$ cat src/rtl/handshake_constant_arbiter.sv
// Round-robin arbiter that consumes one control token per cycle and issues the
// winner's compile-time constant and index through a one-slot registered buffer.
module handshake_constant_arbiter #(
  parameter int DATA_WIDTH = 32,
  parameter int NUM_REQ    = 4,
  parameter int IDX_WIDTH  = 2,
  parameter logic [NUM_REQ*DATA_WIDTH-1:0] CONSTS =
    128'h00000040_00000030_00000020_00000010
) (
  input  logic                  clk,
  input  logic                  rst,
  input  logic [NUM_REQ-1:0]    ctrl_valid,
  output logic [NUM_REQ-1:0]    ctrl_ready,
  output logic [DATA_WIDTH-1:0] outs,
  output logic [IDX_WIDTH-1:0]  outs_idx,
  output logic                  outs_valid,
  input  logic                  outs_ready
);

  localparam logic [IDX_WIDTH:0]   NUM_REQ_W = NUM_REQ[IDX_WIDTH:0];
  localparam logic [IDX_WIDTH-1:0] LAST_IDX  = IDX_WIDTH'(NUM_REQ - 1);

  logic [DATA_WIDTH-1:0] r_outs;
  logic [IDX_WIDTH-1:0]  r_outsIdx;
  logic                  r_outsValid;
  logic [IDX_WIDTH-1:0]  r_ptr;

  logic                  w_loadEn;
  logic                  w_found;
  logic [IDX_WIDTH-1:0]  w_win;
  logic [IDX_WIDTH:0]    w_sum;
  logic [NUM_REQ-1:0]    w_ready;
  logic [IDX_WIDTH-1:0]  w_ptrNext;

  assign w_loadEn = !r_outsValid || outs_ready;

  // Scan ptr, ptr+1, ... modulo NUM_REQ; the first valid candidate wins.
  always_comb begin
    w_found = 1'b0;
    w_win   = '0;
    w_sum   = '0;
    for (int k = 0; k < NUM_REQ; k++) begin
      w_sum = {1'b0, r_ptr} + k[IDX_WIDTH:0];
      if (w_sum >= NUM_REQ_W) begin
        w_sum = w_sum - NUM_REQ_W;
      end
      if (!w_found && ctrl_valid[w_sum[IDX_WIDTH-1:0]]) begin
        w_found = 1'b1;
        w_win   = w_sum[IDX_WIDTH-1:0];
      end
    end
  end

  // Grant is withheld during reset so no token is consumed and then discarded.
  always_comb begin
    w_ready = '0;
    if (w_loadEn && w_found && !rst) begin
      w_ready[w_win] = 1'b1;
    end
  end

  assign w_ptrNext = (w_win == LAST_IDX) ? '0 : w_win + 1'b1;

  always_ff @(posedge clk) begin
    if (rst) begin
      r_outs      <= '0;
      r_outsIdx   <= '0;
      r_outsValid <= 1'b0;
      r_ptr       <= '0;
    end else if (w_loadEn) begin
      if (w_found) begin
        r_outs      <= CONSTS[w_win*DATA_WIDTH +: DATA_WIDTH];
        r_outsIdx   <= w_win;
        r_outsValid <= 1'b1;
        r_ptr       <= w_ptrNext;
      end else begin
        r_outsValid <= 1'b0;
      end
    end
  end

  assign ctrl_ready = w_ready;
  assign outs       = r_outs;
  assign outs_idx   = r_outsIdx;
  assign outs_valid = r_outsValid;

endmodule

$ cat config.mk
export PLATFORM = sky130hd
export DESIGN_NAME = handshake_constant_arbiter
export DESIGN_NICKNAME = d
export VERILOG_FILES = /design/src/rtl/handshake_constant_arbiter.sv
export SDC_FILE = /design/constraint.sdc
export NUM_CORES = 1
export LEC_CHECK = 0
export ABC_AREA = 0
export CORE_MARGIN = 2
export CORE_UTILIZATION = 35
export DETAILED_ROUTE_END_ITERATION = 10
export GPL_TIMING_DRIVEN = 0
export HOLD_SLACK_MARGIN = 0.02
export PLACE_DENSITY = 0.8
export SYNTH_ARGS = -nofsm -noshare
export SYNTH_HDL_FRONTEND = slang
export SYNTH_SLANG_ARGS = --single-unit
$ cat constraint.sdc
create_clock -name clk -period 3.3 [get_ports clk]
set_input_delay 0.33 -clock clk [delete_from_list [all_inputs] [get_ports clk]]
set_output_delay 0.33 -clock clk [all_outputs]
set_load 0.03 [all_outputs]
==> flow_summary.json, run 1 <==
{
  "synth_top_cell_by_area": "buf_4",
  "yosys_warnings": 0,
  "dieArea_um2": 2240,
  "drt-initial-drc-count": 6,
  "ys.flop_type": "dfxtp_1",
  "reg2reg_depth": 6,
  "n_fill_cell": 172,
  "via_per_inst": 3.66,
  "synth_edf_count": 0,
  "final_core_util": 0.558,
  "postCtsSetupBuffers": 0,
  "netlist_area_um2": 656,
  "fin_nets": 133,
  "fin_ws_ps": 382,
  "min_period_ps": 2920,
  "antenna_found_initial": 0,
  "crit_path_start": "ctrl_valid[2]",
  "num_vias": 530,
  "dpl_cell_area_um2": 952,
  "worstPathCellList": "clkdlybuf4s50_1, nor2b_2, a21boi_2, o32ai_2, inv_1, ha_1, and3_1, clkdlybuf4s50_1",
  "finalCritPeriodShare": 0.884,
  "endpoint": "ctrl_ready[3]",
  "leakagePower_nw": 0.522,
  "hp-class": "flop to flop",
  "cts_root_buf": "clkbuf_4",
  "setup_tns_ps": 0,
  "drc": 0,
  "powerDensity_nw_per_um2": 349,
  "dp_hpwl_um": 1020,
  "status": "finished clean",
  "power.total_uw": 340,
  "fin_cells": 145,
  "worstPathArrival_ps": 2590,
  "clock_tree.buffer_depth": 2,
  "finClkSkew_ps": 3.10,
  "worst_setup_path_start_kind": "primary input",
  "async_flop_share": 0,
  "io_buffers": 16,
  "dp.cells": 142,
  "crit_fanout": 4,
  "cts_resized": 0,
  "ys_types": 27,
  "ir_drop_mv": 0.225,
  "crit_family": "buffers and inverters",
  "grt_pass1_wl_um": 1630,
  "pre_cts_ws_ps": 354,
  "cp_common_cell": "clkdlybuf4s50_1",
  "hp-start": "outs_idx[0]",
  "fin_area_um2": 975,
  "yosys.area.top_type_share": 0.332,
  "drt-total-wl_um": 1180,
  "ys_seq_area_frac": 0.183,
  "post_drt_wl_per_cell_um": 8.14,
  "coreArea_um2": 1750,
  "sw_frac_of_total": 0.424,
  "crit_type": "primary input to output pin",
  "synth_area_leaders": "buf_4, dfxtp_1, ha_1",
  "firstDrtPassIters": 2,
  "clock_sinks": 6,
  "slowest_delay_ps": 580,
  "cts_max_level": 1,
  "synthCells": 73,
  "p_seq_frac": 0.261,
  "globalRouteOverflowTotal": 0,
  "io_pins": 46,
  "max_freq_mhz": 343,
  "grt_setup_unrepaired": "false",
  "grt_pass1_vias": 394,
  "track_usage": 0.105,
  "cp.buffers_inverters": 3,
  "maxSlewViolCount": 0,
  "setup_viol": 0,
  "clk_latency_ps": 240,
  "grt_max_degree": 9,
  "path_depth": 8,
  "rows": 15,
  "r2r_start": "r_ptr[1]",
  "ant_nets": 0,
  "cts_hold_buf": 0,
  "cap_violations": 0,
  "r2r_end": "outs[6]",
  "dieHeight_um": 47.3,
  "synthTopCellsByCount": "buf_4, dfxtp_1, and3_1, ha_1, nor2_1",
  "p_sw_uw": 144,
  "p_int_uw": 196,
  "whs_ps": 477,
  "r2r_slack_ps": 1780,
  "path_clk_slew_ps": 40,
  "clock_power_share": 0.195,
  "area_growth_pct": 48.7,
  "hold_violations": 0,
  "p_comb_frac": 0.544,
  "initial_core_util": 0.376,
  "die_w_um": 47.3,
  "end_kind": "output pin",
  "cts_tree": "built",
  "cts_buffers": 3,
  "slowest_stage": "clkdlybuf4s50_1",
  "antennaDiodeCount": 0,
  "yosysMostFrequentCell": "buf_4",
  "required_ps": 2970,
  "drive_above_1_share": 0.367,
  "synth-seq-cells": 6,
  "gp_congestion": 0.772,
  "syn_area_per_cell_um2": 8.98
}
==> sequential cells by signal (all words and copies together) (netlist names) <==
name / count
outs: 2
outs_idx: 2
outs_valid: 1
r_ptr: 1
==> cell families after synthesis <==
family,share of synthesized area
buffers and inverters,0.349
and+or+nand+nor,0.206
AOI/OAI and AO/OA,0.164
DFF,0.183
adders and majority gates,0.0763
muxes,0.0153
other,0.00572
==> layer usage <==
metal  up-vias  part of all wire  global-route usage
li1        281                 -                   -
met1       219              0.43               0.141
met2        30              0.46               0.149
met3         0              0.11              0.0269
met4         0                 0              0.0667
met5         -                 0                   0
==> power groups by stage <==
stage	registers (mW)	logic, mW	clock network, mW
2_1_floorplan	0.106	0.124	0
3_3_place_gp	0.0901	0.182	0
3_5_place_dp	0.0902	0.184	0
4_1_cts	0.0891	0.185	0.0689
5_1_grt	0.0906	0.199	0.0754
6_report	0.0889	0.185	0.0664
==> worst min-delay path, cell delays in order, from the launching register on <==
cell,delay [ps]
dfxtp_1,300
nand2_1,60
o32ai_2,60
==> how the worst min path moves through the flow <==
stage | endpoint | slack (ps) | depth (start not counted)
5_1_grt | outs_idx[0] | 510 | 2
6_report | outs_idx[0] | 480 | 2
3_5_place_dp | outs_idx[0] | 480 | 2
3_3_place_gp | outs_idx[0] | 470 | 2
4_1_cts | outs_idx[0] | 490 | 2
2_1_floorplan | outs[4] | 390 | 1
==> area by class of cell <==
| cell class | count | area (um2) | share of cell area |
|---|---|---|---|
| multi-input cells | 63 | 412 | 0.422 |
| inverters | 3 | 11.3 | 0.0116 |
| flip-flops and latches | 6 | 120 | 0.123 |
| well taps | 25 | 31.3 | 0.0321 |
| plain buffers | 29 | 218 | 0.223 |
| clock buffers | 3 | 22.5 | 0.0231 |
| repair buffers | 16 | 160 | 0.164 |
==> placed cells by master, fill, tap and decap left out, drive strengths merged, types with 2 or more instances in the layout <==
cell type and instances:
a21oi 2, and2b 2, and3 4, buf 29, clkbuf 3, clkdlybuf4s50 16, conb 29, dfxtp 6
ha 4, inv 3, nand2 2, nor2 4, nor2b 3, o32ai 2
(Power assumes the default switching activity.)
==> run 2, diff against run 1 <==
CORE_ASPECT_RATIO = 1.1   (was unset)
CORE_UTILIZATION = 37   (was 35)
PLACE_DENSITY = 0.84   (was 0.8)
==> flow_summary.json, run 2 (synthesized netlist as in run 1, its figures left out) <==
{
  "coreArea_um2": 1610,
  "end_kind": "output pin",
  "track_usage": 0.117,
  "firstDrtPassIters": 2,
  "dieArea_um2": 2130,
  "ir_drop_mv": 0.197,
  "leakagePower_nw": 0.522,
  "dp.cells": 134,
  "cts_tree": "built",
  "min_period_ps": 2900,
  "hp-class": "flop to flop",
  "finClkSkew_ps": 1.58,
  "io_buffers": 16,
  "die_w_um": 44.1,
  "cts_buffers": 3,
  "ant_nets": 0,
  "grt_pass1_wl_um": 1810,
  "drt-initial-drc-count": 3,
  "clock_power_share": 0.195,
  "p_seq_frac": 0.263,
  "clk_latency_ps": 240,
  "p_int_uw": 196,
  "maxSlewViolCount": 0,
  "p_sw_uw": 145,
  "worstPathArrival_ps": 2570,
  "cts_resized": 0,
  "setup_viol": 0,
  "max_freq_mhz": 345,
  "slowest_delay_ps": 600,
  "post_drt_wl_per_cell_um": 8.61,
  "sw_frac_of_total": 0.425,
  "globalRouteOverflowTotal": 0,
  "required_ps": 2970,
  "cts_max_level": 1,
  "final_cell_mix": "buf_4, conb_1, clkdlybuf4s50_1",
  "via_per_inst": 3.95,
  "dp_hpwl_um": 1040,
  "clock_sinks": 6,
  "grt_pass1_vias": 455,
  "rows": 15,
  "fin_nets": 133,
  "drt-total-wl_um": 1180,
  "antenna_found_initial": 0,
  "drive_above_1_share": 0.367,
  "worstPathCellList": "clkdlybuf4s50_1, nor2b_2, a21boi_2, o32ai_2, inv_1, ha_1, and3_1, clkdlybuf4s50_1",
  "postCtsSetupBuffers": 0,
  "worst_setup_path_start_kind": "primary input",
  "antennaDiodeCount": 0,
  "cp.buffers_inverters": 3,
  "n_fill_cell": 148,
  "fin_cells": 137,
  "grt_max_degree": 9,
  "slowest_stage": "clkdlybuf4s50_1",
  "gp_congestion": 0.706,
  "path_clk_slew_ps": 40,
  "whs_path_depth": 2,
  "p_comb_frac": 0.542,
  "hold_violations": 0,
  "clock_tree.buffer_depth": 2,
  "io_pins": 46,
  "crit_fanout": 4,
  "cts_hold_buf": 0,
  "cap_violations": 0,
  "cp_common_cell": "clkdlybuf4s50_1",
  "cts_root_buf": "clkbuf_4",
  "status": "finished clean",
  "area_growth_pct": 47.1,
  "drc": 0,
  "setup_tns_ps": 0,
  "powerDensity_nw_per_um2": 353,
  "grt_setup_unrepaired": "false",
  "reg2reg_depth": 6,
  "dieHeight_um": 48.2,
  "initial_core_util": 0.406,
  "path_depth": 8,
  "finalCritPeriodShare": 0.878,
  "crit_family": "buffers and inverters",
  "crit_type": "primary input to output pin",
  "num_vias": 541
}
-- run 2: cell counts in the layout (fill, tap and decap cells not counted) --
No cell type changed its count.
-- run 2: stage by stage --
step                worst slack [ps]  power, mW  area, um2  utilization  hold WS, ps
floorplan                       1360      0.230        761            -          395
global placement                 428      0.272        942        0.584          472
detailed placement               402      0.275        942        0.584          480
CTS                              398      0.344        965        0.598          487
global route                     275      0.363        965        0.598          522
finish                           403      0.341        965        0.598          482
-- run 2: power groups by stage --
stage          Sequential [mW]  Combinational (mW)  Clock (mW)
6_report                0.0896               0.185      0.0666
4_1_cts                 0.0897               0.184      0.0698
5_1_grt                 0.0912               0.198      0.0738
2_1_floorplan            0.106               0.124           0
3_3_place_gp            0.0901               0.182           0
3_5_place_dp            0.0909               0.184           0
-- run 2: worst paths after layout --
path,start,to,slack [ps]
worst min register to register,outs_idx[0],outs_idx[0],480
worst max-delay path,ctrl_valid[1],ctrl_ready[3],400
worst min-delay path,outs_idx[0],outs_idx[0],480
worst max register to register,r_ptr[1],r_ptr[1],1790
-- run 2: area by class of cell --
class | instances | area, um2 | share of cell area
multi-input combinational | 63 | 412 | 0.427
buffer | 29 | 218 | 0.226
timing repair buffer | 16 | 160 | 0.166
sequential | 6 | 120 | 0.125
clock buffer | 3 | 22.5 | 0.0233
tap | 17 | 21.3 | 0.0220
inverter | 3 | 11.3 | 0.0117
-- run 2: metal layers --
layer  wire length (um)  up-vias  track usage
met5                  0        -            0
met4                  0        0       0.0545
met3                182        0       0.0519
met2                509       37        0.197
met1                486      218        0.130
li1                   -      286            -
-- run 2: worst reg2reg max path: cells and delay by family (launching register included) --
family                     cells  cell delay (ps)
buffers and inverters          1              120
adders and majority gates      1              280
AOI/OAI and AO/OA              3              490
and+or+nand+nor                1               60
DFF                            1              440
